$ cat src/rtl/apl_host_rsp_pkg.sv
`default_nettype none
// ============================================================================
//  Module      : apl_host_rsp_pkg
//  Description : Shared types and default sizes for the host-side responder
//                (tag lifecycle states, command register layout).
//  Revision    : 1.0 - initial release
// ============================================================================
package apl_host_rsp_pkg;

    localparam int NTAGS_DEF        = 32;
    localparam int TAG_WIDTH_DEF    = $clog2(NTAGS_DEF);
    localparam int ADDR_WIDTH_DEF   = 64;
    localparam int NSTRMS_DEF       = 64;
    localparam int NSTRMS_WIDTH_DEF = $clog2(NSTRMS_DEF);

    // Lifecycle of one tag: allocated at accept, completed by the host,
    // released when its response is handed back to the stream buffer.
    typedef enum logic [1:0] {
        FREE   = 2'd0,
        ISSUED = 2'd1,
        DONE   = 2'd2
    } tag_state_t;

    // Contents of the outgoing host read command register.
    typedef struct packed {
        logic [TAG_WIDTH_DEF-1:0]  tag;
        logic [ADDR_WIDTH_DEF-1:0] ea;
    } cmd_reg_t;

endpackage
`default_nettype wire

$ cat src/rtl/apl_host_rsp_if.sv
`default_nettype none
// ============================================================================
//  Module      : apl_host_rsp_if
//  Description : Request / host command / host completion / response bundle
//                of the host-side responder. The slave modport is the
//                responder's view, master is the surrounding system's view.
//  Revision    : 1.0 - initial release
// ============================================================================
interface apl_host_rsp_if
    import apl_host_rsp_pkg::*;
#(
    parameter int ADDR_WIDTH   = ADDR_WIDTH_DEF,
    parameter int NSTRMS_WIDTH = NSTRMS_WIDTH_DEF,
    parameter int TAG_WIDTH    = TAG_WIDTH_DEF
);
    logic                    i_req_v;
    logic                    i_req_r;
    logic [NSTRMS_WIDTH-1:0] i_req_sid;
    logic [ADDR_WIDTH-1:0]   i_req_ea;

    logic                    o_cmd_v;
    logic                    o_cmd_r;
    logic [TAG_WIDTH-1:0]    o_cmd_tag;
    logic [ADDR_WIDTH-1:0]   o_cmd_ea;

    logic                    i_mrsp_v;
    logic [TAG_WIDTH-1:0]    i_mrsp_tag;

    logic                    o_rsp_v;
    logic                    o_rsp_r;
    logic [NSTRMS_WIDTH-1:0] o_rsp_sid;

    logic [TAG_WIDTH:0]      o_busy_cnt;
    logic                    o_err;

    modport slave (
        input  i_req_v, i_req_sid, i_req_ea, o_cmd_r, i_mrsp_v, i_mrsp_tag, o_rsp_r,
        output i_req_r, o_cmd_v, o_cmd_tag, o_cmd_ea, o_rsp_v, o_rsp_sid, o_busy_cnt, o_err
    );

    modport master (
        output i_req_v, i_req_sid, i_req_ea, o_cmd_r, i_mrsp_v, i_mrsp_tag, o_rsp_r,
        input  i_req_r, o_cmd_v, o_cmd_tag, o_cmd_ea, o_rsp_v, o_rsp_sid, o_busy_cnt, o_err
    );

endinterface
`default_nettype wire

$ cat src/rtl/apl_tag_fifo.sv
`default_nettype none
// ============================================================================
//  Module      : apl_tag_fifo
//  Description : Small register FIFO holding tags in response-release order.
//                Pointers carry one wrap bit so full and empty are distinct.
//  Revision    : 1.0 - initial release
// ============================================================================
module apl_tag_fifo #(
    parameter int DEPTH = 32,
    parameter int WIDTH = $clog2(DEPTH)
) (
    input  logic             clk,
    input  logic             reset,
    input  logic             push,
    input  logic [WIDTH-1:0] push_data,
    input  logic             pop,
    output logic [WIDTH-1:0] head,
    output logic             empty,
    output logic             full
);
    localparam int AW = $clog2(DEPTH);

    logic [WIDTH-1:0] mem [DEPTH];
    logic [AW:0]      wr_ptr;
    logic [AW:0]      rd_ptr;

    assign empty = (wr_ptr == rd_ptr);
    assign full  = (wr_ptr[AW] != rd_ptr[AW]) && (wr_ptr[AW-1:0] == rd_ptr[AW-1:0]);
    assign head  = mem[rd_ptr[AW-1:0]];

    // Pointer advance; entries are only read while non-empty so storage needs no reset.
    always_ff @(posedge clk) begin
        if (reset) begin
            wr_ptr <= '0;
            rd_ptr <= '0;
        end else begin
            if (push && !full)
                wr_ptr <= wr_ptr + 1'b1;
            if (pop && !empty)
                rd_ptr <= rd_ptr + 1'b1;
        end
    end

    // Storage write at the tail.
    always_ff @(posedge clk) begin
        if (push && !full)
            mem[wr_ptr[AW-1:0]] <= push_data;
    end

endmodule
`default_nettype wire

$ cat src/rtl/apl_host_rsp.sv
`default_nettype none
// ============================================================================
//  Module      : apl_host_rsp
//  Description : Host-side responder. Tags stream read requests, issues them
//                on the host command channel, tracks outstanding tags and
//                returns per-request sid completions to the stream buffer.
//                Build option APL_HOST_RSP_INORDER_EN: release responses in
//                request order (default: completion order).
//                The command register uses the package cmd_reg_t layout, so
//                ADDR_WIDTH/TAG_WIDTH overrides must match the package sizes.
//  Revision    : 1.0 - initial release
// ============================================================================
module apl_host_rsp
    import apl_host_rsp_pkg::*;
#(
    parameter int ADDR_WIDTH   = ADDR_WIDTH_DEF,
    parameter int NSTRMS       = NSTRMS_DEF,
    parameter int NSTRMS_WIDTH = $clog2(NSTRMS),
    parameter int NTAGS        = NTAGS_DEF,
    parameter int TAG_WIDTH    = $clog2(NTAGS)
) (
    input  logic          clk,
    input  logic          reset,
    apl_host_rsp_if.slave bus
);
    tag_state_t              tag_state [NTAGS];
    logic [NSTRMS_WIDTH-1:0] sid_mem   [NTAGS];

    cmd_reg_t                cmd_q;
    logic                    cmd_v;
    logic [TAG_WIDTH:0]      busy_cnt;
    logic                    err;

    logic [NTAGS-1:0]        free_map;
    logic [TAG_WIDTH-1:0]    alloc_tag;
    logic                    any_free;
    logic                    req_r;
    logic                    accept;
    logic                    mrsp_hit;
    logic                    mrsp_bad;
    logic                    rsp_v;
    logic                    rsp_pop;

    logic                    fifo_push_req;
    logic [TAG_WIDTH-1:0]    fifo_push_tag;
    logic                    fifo_push;
    logic [TAG_WIDTH-1:0]    head_tag;
    logic                    fifo_empty;
    logic                    fifo_full;

    // Lowest-index FREE tag wins: scan from the top so the last hit is the lowest.
    always_comb begin
        free_map  = '0;
        alloc_tag = '0;
        for (int i = NTAGS - 1; i >= 0; i--) begin
            free_map[i] = (tag_state[i] == FREE);
            if (tag_state[i] == FREE)
                alloc_tag = TAG_WIDTH'(i);
        end
    end

    assign any_free = |free_map;

    // A tag freed by this cycle's response is still DONE here, so it cannot
    // be handed out again until the following cycle.
    assign req_r    = any_free && (!cmd_v || bus.o_cmd_r);
    assign accept   = bus.i_req_v && req_r;

    assign mrsp_hit = bus.i_mrsp_v && (tag_state[bus.i_mrsp_tag] == ISSUED);
    assign mrsp_bad = bus.i_mrsp_v && !mrsp_hit;

    assign rsp_v    = !fifo_empty && (tag_state[head_tag] == DONE);
    assign rsp_pop  = rsp_v && bus.o_rsp_r;

`ifdef APL_HOST_RSP_INORDER_EN
    // Queue tags in request order; the head blocks until it completes.
    assign fifo_push_req = accept;
    assign fifo_push_tag = alloc_tag;
`else
    // Queue tags as they complete, so the head is always ready to release.
    assign fifo_push_req = mrsp_hit;
    assign fifo_push_tag = bus.i_mrsp_tag;
`endif

    assign fifo_push = fifo_push_req && !fifo_full;

    apl_tag_fifo #(
        .DEPTH (NTAGS),
        .WIDTH (TAG_WIDTH)
    ) u_tag_fifo (
        .clk       (clk),
        .reset     (reset),
        .push      (fifo_push),
        .push_data (fifo_push_tag),
        .pop       (rsp_pop),
        .head      (head_tag),
        .empty     (fifo_empty),
        .full      (fifo_full)
    );

    // Tag lifecycle; accept, completion and release always touch different
    // tags because each acts on a different current state.
    always_ff @(posedge clk) begin
        if (reset) begin
            for (int i = 0; i < NTAGS; i++)
                tag_state[i] <= FREE;
        end else begin
            if (accept)
                tag_state[alloc_tag] <= ISSUED;
            if (mrsp_hit)
                tag_state[bus.i_mrsp_tag] <= DONE;
            if (rsp_pop)
                tag_state[head_tag] <= FREE;
        end
    end

    // Requesting stream of each tag, captured at allocation.
    always_ff @(posedge clk) begin
        if (accept)
            sid_mem[alloc_tag] <= bus.i_req_sid;
    end

    // Output command register: loads on accept, empties when the host takes it.
    always_ff @(posedge clk) begin
        if (reset) begin
            cmd_v <= 1'b0;
            cmd_q <= '0;
        end else if (accept) begin
            cmd_v    <= 1'b1;
            cmd_q.tag <= TAG_WIDTH_DEF'(alloc_tag);
            cmd_q.ea  <= ADDR_WIDTH_DEF'(bus.i_req_ea);
        end else if (bus.o_cmd_r) begin
            cmd_v <= 1'b0;
        end
    end

    // Allocated-tag count: up on accept, down on release, unchanged when both.
    always_ff @(posedge clk) begin
        if (reset) begin
            busy_cnt <= '0;
        end else begin
            case ({accept, rsp_pop})
                2'b10:   busy_cnt <= busy_cnt + 1'b1;
                2'b01:   busy_cnt <= busy_cnt - 1'b1;
                default: busy_cnt <= busy_cnt;
            endcase
        end
    end

    // Sticky flag for completions naming a tag that is not in flight.
    always_ff @(posedge clk) begin
        if (reset)
            err <= 1'b0;
        else if (mrsp_bad)
            err <= 1'b1;
    end

    assign bus.i_req_r    = req_r;
    assign bus.o_cmd_v    = cmd_v;
    assign bus.o_cmd_tag  = TAG_WIDTH'(cmd_q.tag);
    assign bus.o_cmd_ea   = ADDR_WIDTH'(cmd_q.ea);
    assign bus.o_rsp_v    = rsp_v;
    assign bus.o_rsp_sid  = sid_mem[head_tag];
    assign bus.o_busy_cnt = busy_cnt;
    assign bus.o_err      = err;

endmodule
`default_nettype wire
$ cat src/flat_wrapper.sv
// flat-port wrapper written by rule: the top's interface ports become plain ports
module apl_host_rsp_flat import apl_host_rsp_pkg::*;
#(
    parameter int ADDR_WIDTH   = ADDR_WIDTH_DEF,
    parameter int NSTRMS       = NSTRMS_DEF,
    parameter int NSTRMS_WIDTH = $clog2(NSTRMS),
    parameter int NTAGS        = NTAGS_DEF,
    parameter int TAG_WIDTH    = $clog2(NTAGS)
)
  (clk, reset, bus_i_req_v, bus_i_req_sid, bus_i_req_ea, bus_o_cmd_r, bus_i_mrsp_v, bus_i_mrsp_tag, bus_o_rsp_r, bus_i_req_r, bus_o_cmd_v, bus_o_cmd_tag, bus_o_cmd_ea, bus_o_rsp_v, bus_o_rsp_sid, bus_o_busy_cnt, bus_o_err);
  apl_host_rsp_if #(.ADDR_WIDTH(ADDR_WIDTH), .NSTRMS_WIDTH(NSTRMS_WIDTH), .TAG_WIDTH(TAG_WIDTH)) bus_i ();
  input  logic clk;
  input  logic reset;
  input wire logic [$bits(bus_i.i_req_v)-1:0] bus_i_req_v;
  input wire logic [$bits(bus_i.i_req_sid)-1:0] bus_i_req_sid;
  input wire logic [$bits(bus_i.i_req_ea)-1:0] bus_i_req_ea;
  input wire logic [$bits(bus_i.o_cmd_r)-1:0] bus_o_cmd_r;
  input wire logic [$bits(bus_i.i_mrsp_v)-1:0] bus_i_mrsp_v;
  input wire logic [$bits(bus_i.i_mrsp_tag)-1:0] bus_i_mrsp_tag;
  input wire logic [$bits(bus_i.o_rsp_r)-1:0] bus_o_rsp_r;
  output wire logic [$bits(bus_i.i_req_r)-1:0] bus_i_req_r;
  output wire logic [$bits(bus_i.o_cmd_v)-1:0] bus_o_cmd_v;
  output wire logic [$bits(bus_i.o_cmd_tag)-1:0] bus_o_cmd_tag;
  output wire logic [$bits(bus_i.o_cmd_ea)-1:0] bus_o_cmd_ea;
  output wire logic [$bits(bus_i.o_rsp_v)-1:0] bus_o_rsp_v;
  output wire logic [$bits(bus_i.o_rsp_sid)-1:0] bus_o_rsp_sid;
  output wire logic [$bits(bus_i.o_busy_cnt)-1:0] bus_o_busy_cnt;
  output wire logic [$bits(bus_i.o_err)-1:0] bus_o_err;
  assign bus_i.i_req_v = bus_i_req_v;
  assign bus_i.i_req_sid = bus_i_req_sid;
  assign bus_i.i_req_ea = bus_i_req_ea;
  assign bus_i.o_cmd_r = bus_o_cmd_r;
  assign bus_i.i_mrsp_v = bus_i_mrsp_v;
  assign bus_i.i_mrsp_tag = bus_i_mrsp_tag;
  assign bus_i.o_rsp_r = bus_o_rsp_r;
  assign bus_i_req_r = bus_i.i_req_r;
  assign bus_o_cmd_v = bus_i.o_cmd_v;
  assign bus_o_cmd_tag = bus_i.o_cmd_tag;
  assign bus_o_cmd_ea = bus_i.o_cmd_ea;
  assign bus_o_rsp_v = bus_i.o_rsp_v;
  assign bus_o_rsp_sid = bus_i.o_rsp_sid;
  assign bus_o_busy_cnt = bus_i.o_busy_cnt;
  assign bus_o_err = bus_i.o_err;
  apl_host_rsp #(.ADDR_WIDTH(ADDR_WIDTH), .NSTRMS(NSTRMS), .NSTRMS_WIDTH(NSTRMS_WIDTH), .NTAGS(NTAGS), .TAG_WIDTH(TAG_WIDTH)) u_core (.clk(clk), .reset(reset), .bus(bus_i));
endmodule
$ cat config.mk
export PLATFORM = sky130hd
export DESIGN_NAME = apl_host_rsp_flat
export DESIGN_NICKNAME = d
export VERILOG_FILES = /design/src/rtl/apl_host_rsp_pkg.sv /design/src/rtl/apl_host_rsp_if.sv /design/src/rtl/apl_tag_fifo.sv /design/src/rtl/apl_host_rsp.sv /design/src/flat_wrapper.sv
export SDC_FILE = /design/constraint.sdc
export NUM_CORES = 1
export LEC_CHECK = 0
export CAP_MARGIN = 20
export CORE_AREA = 3 3 204 206
export DETAILED_ROUTE_END_ITERATION = 7
export DIE_AREA = 0 0 207 209
export PLACE_DENSITY = 0.75
export SLEW_MARGIN = 20
export SYNTH_ARGS = -nofsm -noshare
export SYNTH_HDL_FRONTEND = slang
export SYNTH_SLANG_ARGS = --single-unit
$ cat constraint.sdc
create_clock -name clk -period 5.05 [get_ports clk]
set_input_delay 1.01 -clock clk [delete_from_list [all_inputs] [get_ports clk]]
set_output_delay 1.01 -clock clk [all_outputs]
set_load 0.01 [all_outputs]
==> results by group, run 1 <==
Outcome
  • Result of the run: complete, no violations

Layout
  • Reg area: about 14000 um^2
  • Filler Cell Count: 2955
  • Layout cells sized above 1: 15.0%
  • N_diodes: 0
  • Final Util: 66.2%
  • Fin cells: ~2600
  • Area grow syn2layout: 20.6%
  • Layout Cell Area excl Fill: about 26000 um^2
  • Nets: approximately 2100
  • Area of the multi-input gates: 7650 um^2

Setup path
  • Worst r2r path cells: 19
  • Worst setup path class: reg -> out
  • Reg-to-Reg End: u_core.bus.o_busy_cnt[5]$_SDFFE_PP0P_
  • Crit-path max FO: 13
  • R2r setup slk: roughly 0.27 ns
  • WP data arrival: ~3.9 ns
  • Critical path required time: between 4 and 5 ns
  • Worst Setup End Kind: primary output
  • CP startpoint kind: flip-flop

STA
  • Worst-Margin Slew: ~1.1 ns
  • Max Fclk: roughly 200 MHz
  • Fin. max-slew vios: 0
  • Final setup viols: 0
  • Worst slew margin: 26.1%
  • Hold_ws: 0.452 ns
  • Fin crit share: between 90% and 100%
  • Final Hold Viols: 0
  • Unrepaired setup endpoints after global routing: false
  • Worst Skew: around 0.022 ns
  • Setup TNS Final: 0 ns
  • Min cycle time layout: 4.90 ns

Drt
  • Pre-Repair DR Iteration Count: 6
  • Routed WL: 62700 um
  • DRC violations left: 0
  • Antenna Violating Nets Remaining: 0
  • First DRT Iteration DRCs: around 1600
  • Vias: between 15000 and 20000
  • Vias/cell: 6.25
  • WL/cell: about 25 um

Logic synthesis
  • Yosys cell types: 81
  • Post-synthesis sequential area ratio: between 60 and 70%
  • Top cells by area, synth: edfxtp_1, dfxtp_1, mux2i_1
  • FFs w/ async S/R, synth: 0%
  • Syn Area/Cell: 12.3 um^2
  • Seq cells post-synth: 510
  • EDFF count, synth: ~350
  • Net Count, Synth: 1869
  • Cell area after synthesis: 21900 um^2
  • Area leader, netlist: edfxtp_1
  • Most frequent cell after synthesis: edfxtp_1
  • Synth Instances: about 1800
  • Post-synth top area share: roughly half
  • Most common library cells after synthesis: edfxtp_1, nand2_1, nor2_1
  • Yosys warning total: 0
  • Post-synth top flop: edfxtp_1

Die
  • FP Rows: 73
  • Initial Util: around 55%
  • Die area: 43300 um^2
  • Die W: between 200 and 250 um
  • Ports: about 170
  • Core ar.: 39800 um^2
  • Die height: around 210 um

Min path
  • HP Start: u_core.bus.o_cmd_tag[0]$_SDFFE_PP0P_
  • Hold path depth: 2
  • Hold Path Class: reg -> reg
  • Hold Path End: u_core.bus.o_cmd_tag[0]$_SDFFE_PP0P_

GRT
  • Initial antenna violation count: 0
  • Largest net degree at the start of global routing: between 90 and 100
  • Global-route wire length before repair: 93700 um
  • Total track usage: 27.8%
  • GRT Residual Overflow: 0
  • Vias in the first global route: approximately 16000

Clock tree
  • Clock tree buffer depth: 3
  • Worst-path clk slew: ~0.06 ns
  • CTS Hold Bufs: 0
  • Worst skew pair latency: 0.60 ns
  • H-tree depth reported by CTS: 2
  • Sink Count: between 500 and 600
  • Total CTS buffers: 50
  • CTS root buffer: clkbuf_16
  • CTS tree: built

Power and ir drop
  • VDD IR max: just under 300 uV
  • Leakage: approximately 9 nW
  • Power Dens Cells: roughly 330 nW/um^2

Placed design
  • Port buffer count: around 170
  • Placed instance area: ~24000 um^2
  • Dpl cells: around 2500
  • Detail Placement HPWL: 41800 um
  • Routability congestion estimate: between 0.9 and 1

Job
  • MaxCap Viol Count: 0
cell usage in the layout, fill, tap and decap left out, drive strengths merged, types with 18 or more instances in the layout:
master | synthesis | final
edfxtp | 352 | 352
nand2 | 178 | 178
nor2 | 174 | 174
a21oi | 169 | 169
dfxtp | 158 | 158
clkdlybuf4s50 | 0 | 150
mux2i | 130 | 130
buf | 44 | 106
a22oi | 85 | 85
clkbuf | 61 | 71
mux2 | 50 | 50
a31oi | 46 | 46
inv | 25 | 27
nor3 | 22 | 22
o21ai | 19 | 19
a211oi | 18 | 18
what timing repair did:
action / 4_1_cts / 5_1_grt
endpoints found under the setup margin: 7 / 7
endpoints found under the hold margin: 0 / 0
pin swaps: 2 / 2
cloned: 1 / 3
setup buffers: 5 / 1
resized for setup: 28 / 17
layer usage:
metal	part of all wire, %	GRT usage (%)	up-vias
li1	-	-	7113
met1	41	39.5	7769
met2	46	43.0	940
met3	11	7.16	134
met4	2.7	7.63	0
met5	0	0	-
layout make-up:
type / count / share of cell area (%)
repair buffers: 266 / 9.84
clock buffers: 68 / 5.27
multi-input cells: 1137 / 29.0
flip-flops and latches: 510 / 52.1
inverters: 25 / 0.356
well taps: 525 / 2.49
clock inverters: 24 / 0.892
state kept, by name, indices dropped and copies added (netlist names), named ones only:
register / count
u_core.bus.o_busy_cnt: 6
u_core.bus.o_cmd_ea: 64
u_core.bus.o_cmd_tag: 5
u_core.bus.o_cmd_v: 1
u_core.bus.o_err: 1
u_core.sid_mem: 192
u_core.tag_state: 64
u_core.u_tag_fifo.mem: 160
u_core.u_tag_fifo.rd_ptr: 6
u_core.u_tag_fifo.wr_ptr: 6
logic make-up after synthesis:
logic type,Yosys count,synth area share [%]
fa+ha+maj,11,0.664
mux,196,10.2
xor+xnor,16,0.641
buf+inv,130,2.89
flops,510,62.8
simple gates,500,10.7
compound gates,414,12.1
metrics by stage:
| stage | setup WS (ns) | power [W] |
|---|---|---|
| after floorplan | 0.647 | 0.00476 |
| after global placement | 0.203 | 0.00500 |
| after detailed placement | 0.211 | 0.00501 |
| after CTS | 0.000428 | 0.00865 |
| after global routing | 0.0146 | 0.00886 |
| final | 0.148 | 0.00863 |
how the worst max path moves through the flow:
stage                     startpoint                               endpoint  slack (ns)
after floorplan            flip-flop  u_core.bus.o_busy_cnt[5]$_SDFFE_PP0P_        0.65
after global placement     flip-flop                       bus_o_rsp_sid[2]        0.20
after detailed placement   flip-flop  u_core.bus.o_busy_cnt[5]$_SDFFE_PP0P_        0.21
after CTS                  flip-flop                       bus_o_rsp_sid[4]      0.0004
after global routing       flip-flop                       bus_o_rsp_sid[2]        0.01
final                      flip-flop                            bus_o_rsp_v        0.15
power breakdown:
group	internal (W)	switching, W	total, W
Sequential	0.00450	0.0000232	0.00452
Combinational	0.000170	0.000226	0.000396
Clock	0.00214	0.00158	0.00371
worst max-delay path, stage by stage, from the launching register on:
cell	delay, ns
dfxtp_4	0.46
buf_4	0.18
buf_4	0.20
mux2i_1	0.12
a22oi_1	0.20
a21oi_1	0.10
or4_4	0.61
nand2_2	0.22
o22ai_1	0.12
a221oi_1	0.41
nand2_1	0.21
nor2_1	0.17
dlygate4sd2_1	0.29
Note: power is estimated with default switching activity, not from simulation.
==> inputs of run 2 (changes only) <==
--- a/config.mk
+++ b/config.mk
@@ -5,10 +5,11 @@
 export SDC_FILE = /design/constraint.sdc
 export NUM_CORES = 1
 export LEC_CHECK = 0
+export ABC_AREA = 1
 export CAP_MARGIN = 20
-export CORE_AREA = 3 3 204 206
+export CORE_AREA = 3 3 202 204
 export DETAILED_ROUTE_END_ITERATION = 7
-export DIE_AREA = 0 0 207 209
+export DIE_AREA = 0 0 205 207
 export PLACE_DENSITY = 0.75
 export SLEW_MARGIN = 20
 export SYNTH_ARGS = -nofsm -noshare
==> run 2 against run 1 <==
  * Die area is 1.9% lower
  * Worst hold slack improved by 0.0096 ns
  * Routed wire length down 0.74%
  * Synthesized cell count up 20%
  * Combinational power grew 29%
  * Via count rose by 7.3%
  * Largest cell class unchanged
  * Critical path depth grew 4
  * Setup slack worse by 0.074 ns
==> results by group, run 2 <==
Layout
  • Nets: 2410 (was 2082)
  • Max reg flops: 192 (unchanged)
  • Area grow syn2layout: 21.3% (was 20.6%)
  • Commonest non-fill, non-tap cell in the layout: edfxtp_1 (unchanged)
  • Final Util: 65.9% (was 66.2%)
  • Layout cells sized above 1: 9.23% (was 15.0%)
  • Most frequent cells in the layout: edfxtp_1, nand2_1, nor2_1, inv_1, a21oi_1 (was edfxtp_1, nand2_1, nor2_1, a21oi_1, dfxtp_1)
  • Largest Register: u_core.sid_mem (unchanged)
  • N_diodes: 0 (unchanged)

Setup path
  • WP data arrival: 3.97 ns (was 3.89 ns)
  • Worst Setup End Kind: primary output (unchanged)
  • Critical path required time: 4.04 ns (about the same)
  • Crit-path max FO: 34 (was 13)
  • CP startpoint kind: flip-flop (unchanged)
  • Worst setup path class: reg -> out (unchanged)
  • Worst r2r path cells: 31 (was 19)

Clock tree
  • CTS tree: built (unchanged)
  • Sink Count: 510 (unchanged)
  • Total CTS buffers: 51 (was 50)
  • Worst-path clk slew: 0.06 ns (about the same)
  • Worst skew pair latency: 0.60 ns (about the same)
  • CTS root buffer: clkbuf_16 (unchanged)
  • Clock tree buffer depth: 3 (unchanged)
  • H-tree depth reported by CTS: 2 (unchanged)

STA
  • Final Hold Viols: 0 (unchanged)
  • Max Fclk: 201 MHz (was 204 MHz)
  • Final setup viols: 0 (unchanged)
  • Fin. max-slew vios: 0 (unchanged)
  • Unrepaired setup endpoints after global routing: true (was false)
  • Worst-Margin Slew: 0.817 ns (was 1.11 ns)
  • Hold_ws: 0.462 ns (was 0.452 ns)
  • Fin crit share: 98.5% (was 97.1%)
  • Worst slew margin: 45.5% (was 26.1%)
  • Worst Skew: 0.0269 ns (was 0.0222 ns)
  • Setup TNS Final: 0 ns (unchanged)
  • Min cycle time layout: 4.98 ns (was 4.90 ns)

Logic synthesis
  • Net Count, Synth: 2225 (was 1869)
  • Syn Area/Cell: 10.0 um^2 (was 12.3 um^2)
  • Seq cells post-synth: 510 (unchanged)
  • Cell area after synthesis: 21400 um^2 (was 21900 um^2)
  • Top cells by area, synth: edfxtp_1, dfxtp_1, nand2_1 (was edfxtp_1, dfxtp_1, mux2i_1)
  • Post-synth top area share: 49.3% (was 48.4%)
  • Yosys cell types: 41 (was 81)
  • Yosys warning total: 0 (unchanged)
  • Most frequent cell after synthesis: edfxtp_1 (unchanged)
  • Post-synthesis sequential area ratio: 64.1% (was 62.8%)
  • EDFF count, synth: 352 (unchanged)
  • FFs w/ async S/R, synth: 0% (unchanged)
  • Most common library cells after synthesis: edfxtp_1, nand2_1, nor2_1 (unchanged)
  • Synth Instances: 2133 (was 1777)
  • Post-synth top flop: edfxtp_1 (unchanged)
  • Area leader, netlist: edfxtp_1 (unchanged)

Placed design
  • Detail Placement HPWL: 41100 um (was 41800 um)
  • Port buffer count: 165 (unchanged)
  • Routability congestion estimate: 0.990 (was 0.998)

Drt
  • Pre-Repair DR Iteration Count: 6 (unchanged)
  • WL/cell: 21.6 um (was 24.6 um)
  • First DRT Iteration DRCs: 1923 (was 1638)
  • DRC violations left: 0 (unchanged)
  • Vias/cell: 5.93 (was 6.25)
  • Antenna Violating Nets Remaining: 0 (unchanged)
  • Routed WL: 62300 um (was 62700 um)
  • Vias: 17100 (was 16000)

Power and ir drop
  • Power Dens Cells: 346 nW/um^2 (was 327 nW/um^2)
  • Leakage: 9.65 nW (was 8.97 nW)
  • Internal power: 0.00704 W (was 0.00681 W)
  • Comb power frac: 5.7% (was 4.6%)
  • Sequential share of power: 50.4% (was 52.4%)
  • Clock share of power: 43.9% (was 43.0%)
  • NetSw: 0.00195 W (was 0.00182 W)
  • Net Sw Frac: 21.7% (was 21.1%)
  • VDD IR max: 259 uV (was 291 uV)

GRT
  • GRT busiest layer: met2 (unchanged)
  • Largest net degree at the start of global routing: 71 (was 97)
  • Grt met3 use: 6.52% (was 7.16%)
  • Total track usage: 28.3% (was 27.8%)
  • Met1 Use GR: 36.3% (was 39.5%)
  • Met2 usage: 46.5% (was 43.0%)
  • Global-route wire length before repair: 93900 um (was 93700 um)
  • Initial antenna violation count: 0 (unchanged)
  • Vias in the first global route: 16800 (was 15500)
  • GRT Residual Overflow: 0 (unchanged)

Die
  • Die height: 207 um (was 209 um)
  • Initial Util: 54.3% (was 54.9%)
  • Core ar.: 39500 um^2 (was 39800 um^2)
  • Die area: 42400 um^2 (was 43300 um^2)
  • Die W: 205 um (was 207 um)
  • Ports: 166 (unchanged)
  • FP Rows: 73 (unchanged)

Outcome
  • Result of the run: complete, no violations (unchanged)

Min path
  • Hold Path Class: reg -> reg (unchanged)
  • Hold path depth: 2 (unchanged)

Job
  • MaxCap Viol Count: 0 (unchanged)
-- run 2: changes by cell type after synthesis, sizes merged, moves of 43 or more --
cell | before | now
mux2 | 50 | 0
o21ai | 19 | 184
nand2 | 178 | 310
inv | 25 | 245
a31oi | 46 | 3
nor2 | 174 | 302
nand3 | 12 | 61
mux2i | 130 | 0
-- run 2: cells by family (layout without fill, tap and decap cells) --
logic type | after synthesis | count (layout) | synth area share [%]
AND/OR/NAND/NOR | 724 | 724 | 13.9
AO/OA/AOI/OAI | 536 | 536 | 14.7
flip-flops | 510 | 510 | 64.1
buffers and inverters | 345 | 573 | 6.34
adder cells (fa/ha/maj) | 11 | 11 | 0.677
XOR/XNOR | 7 | 7 | 0.286
-- run 2: worst paths after layout --
| check | start | end | slack, ns |
|---|---|---|---|
| setup reg to reg | flip-flop | u_core.bus.o_busy_cnt[5]$_SDFFE_PP0P_ | 0.22 |
| setup / recovery | flip-flop | bus_o_rsp_sid[3] | 0.07 |
| hold / removal | u_core.bus.o_cmd_ea[60]$_SDFFE_PP0P_ | u_core.bus.o_cmd_ea[60]$_SDFFE_PP0P_ | 0.46 |
| hold reg to reg | u_core.bus.o_cmd_ea[60]$_SDFFE_PP0P_ | u_core.bus.o_cmd_ea[60]$_SDFFE_PP0P_ | 0.46 |
-- run 2: cell type report --
type / instances / area [um^2]
fill: 3024 / 13500
clock inverter: 35 / 403
clock buffer: 61 / 1350
timing repair inverter: 1 / 6.26
tap: 525 / 657
multi-input combinational: 1278 / 6580
inverter: 247 / 943
timing repair buffer: 229 / 2320
sequential: 510 / 13700
-- run 2: timing repair --
item,CTS,global route
buffers inserted,5,4
pin swaps,5,9
gates cloned,2,2
gates resized for setup,30,42
hold endpoints to repair,0,0
hold buffers,0,0
endpoints found under the setup margin,7,8
-- run 2: power by group through the flow --
stage / clock (W) / combinational (W) / sequential (W)
global route: 0.00414 / 0.000550 / 0.00453
finish: 0.00394 / 0.000511 / 0.00453
global placement: 0 / 0.000482 / 0.00462
floorplan: 0 / 0.000189 / 0.00464
detailed placement: 0 / 0.000490 / 0.00462
CTS: 0.00398 / 0.000498 / 0.00453
-- run 2: through the flow --
stage	instance area [um^2]	setup slack [ns]	std cells	total power (W)
after floorplan	21400	1.08	2133	0.00483
after global placement	23800	0.0723	2777	0.00510
after detailed placement	23800	0.0462	2777	0.00511
after CTS	25700	0.0157	2880	0.00901
after global routing	26000	-0.0721	2886	0.00923
final	26000	0.0735	2886	0.00899
-- run 2: layer usage --
metal  vias up  part of all wire [%]
met1      8145                    38
met4         0                   4.5
met3       181                   9.2
li1       7795                     -
met5         -                     0
met2       995                    48
-- run 2: critical path: stages, from the launching register on --
cell and delay (ns):
dfxtp_4 0.41, inv_8 0.08, buf_12 0.16, o21ai_0 0.21, o22ai_2 0.13, o21ai_0 0.23
nand3_2 0.14, nand2_4 0.15, inv_2 0.08, nor2_4 0.13, buf_12 0.14, buf_8 0.23
a22oi_1 0.12, a21oi_1 0.34, nor4_2 0.13, nand2_1 0.10, clkdlybuf4s50_1 0.53
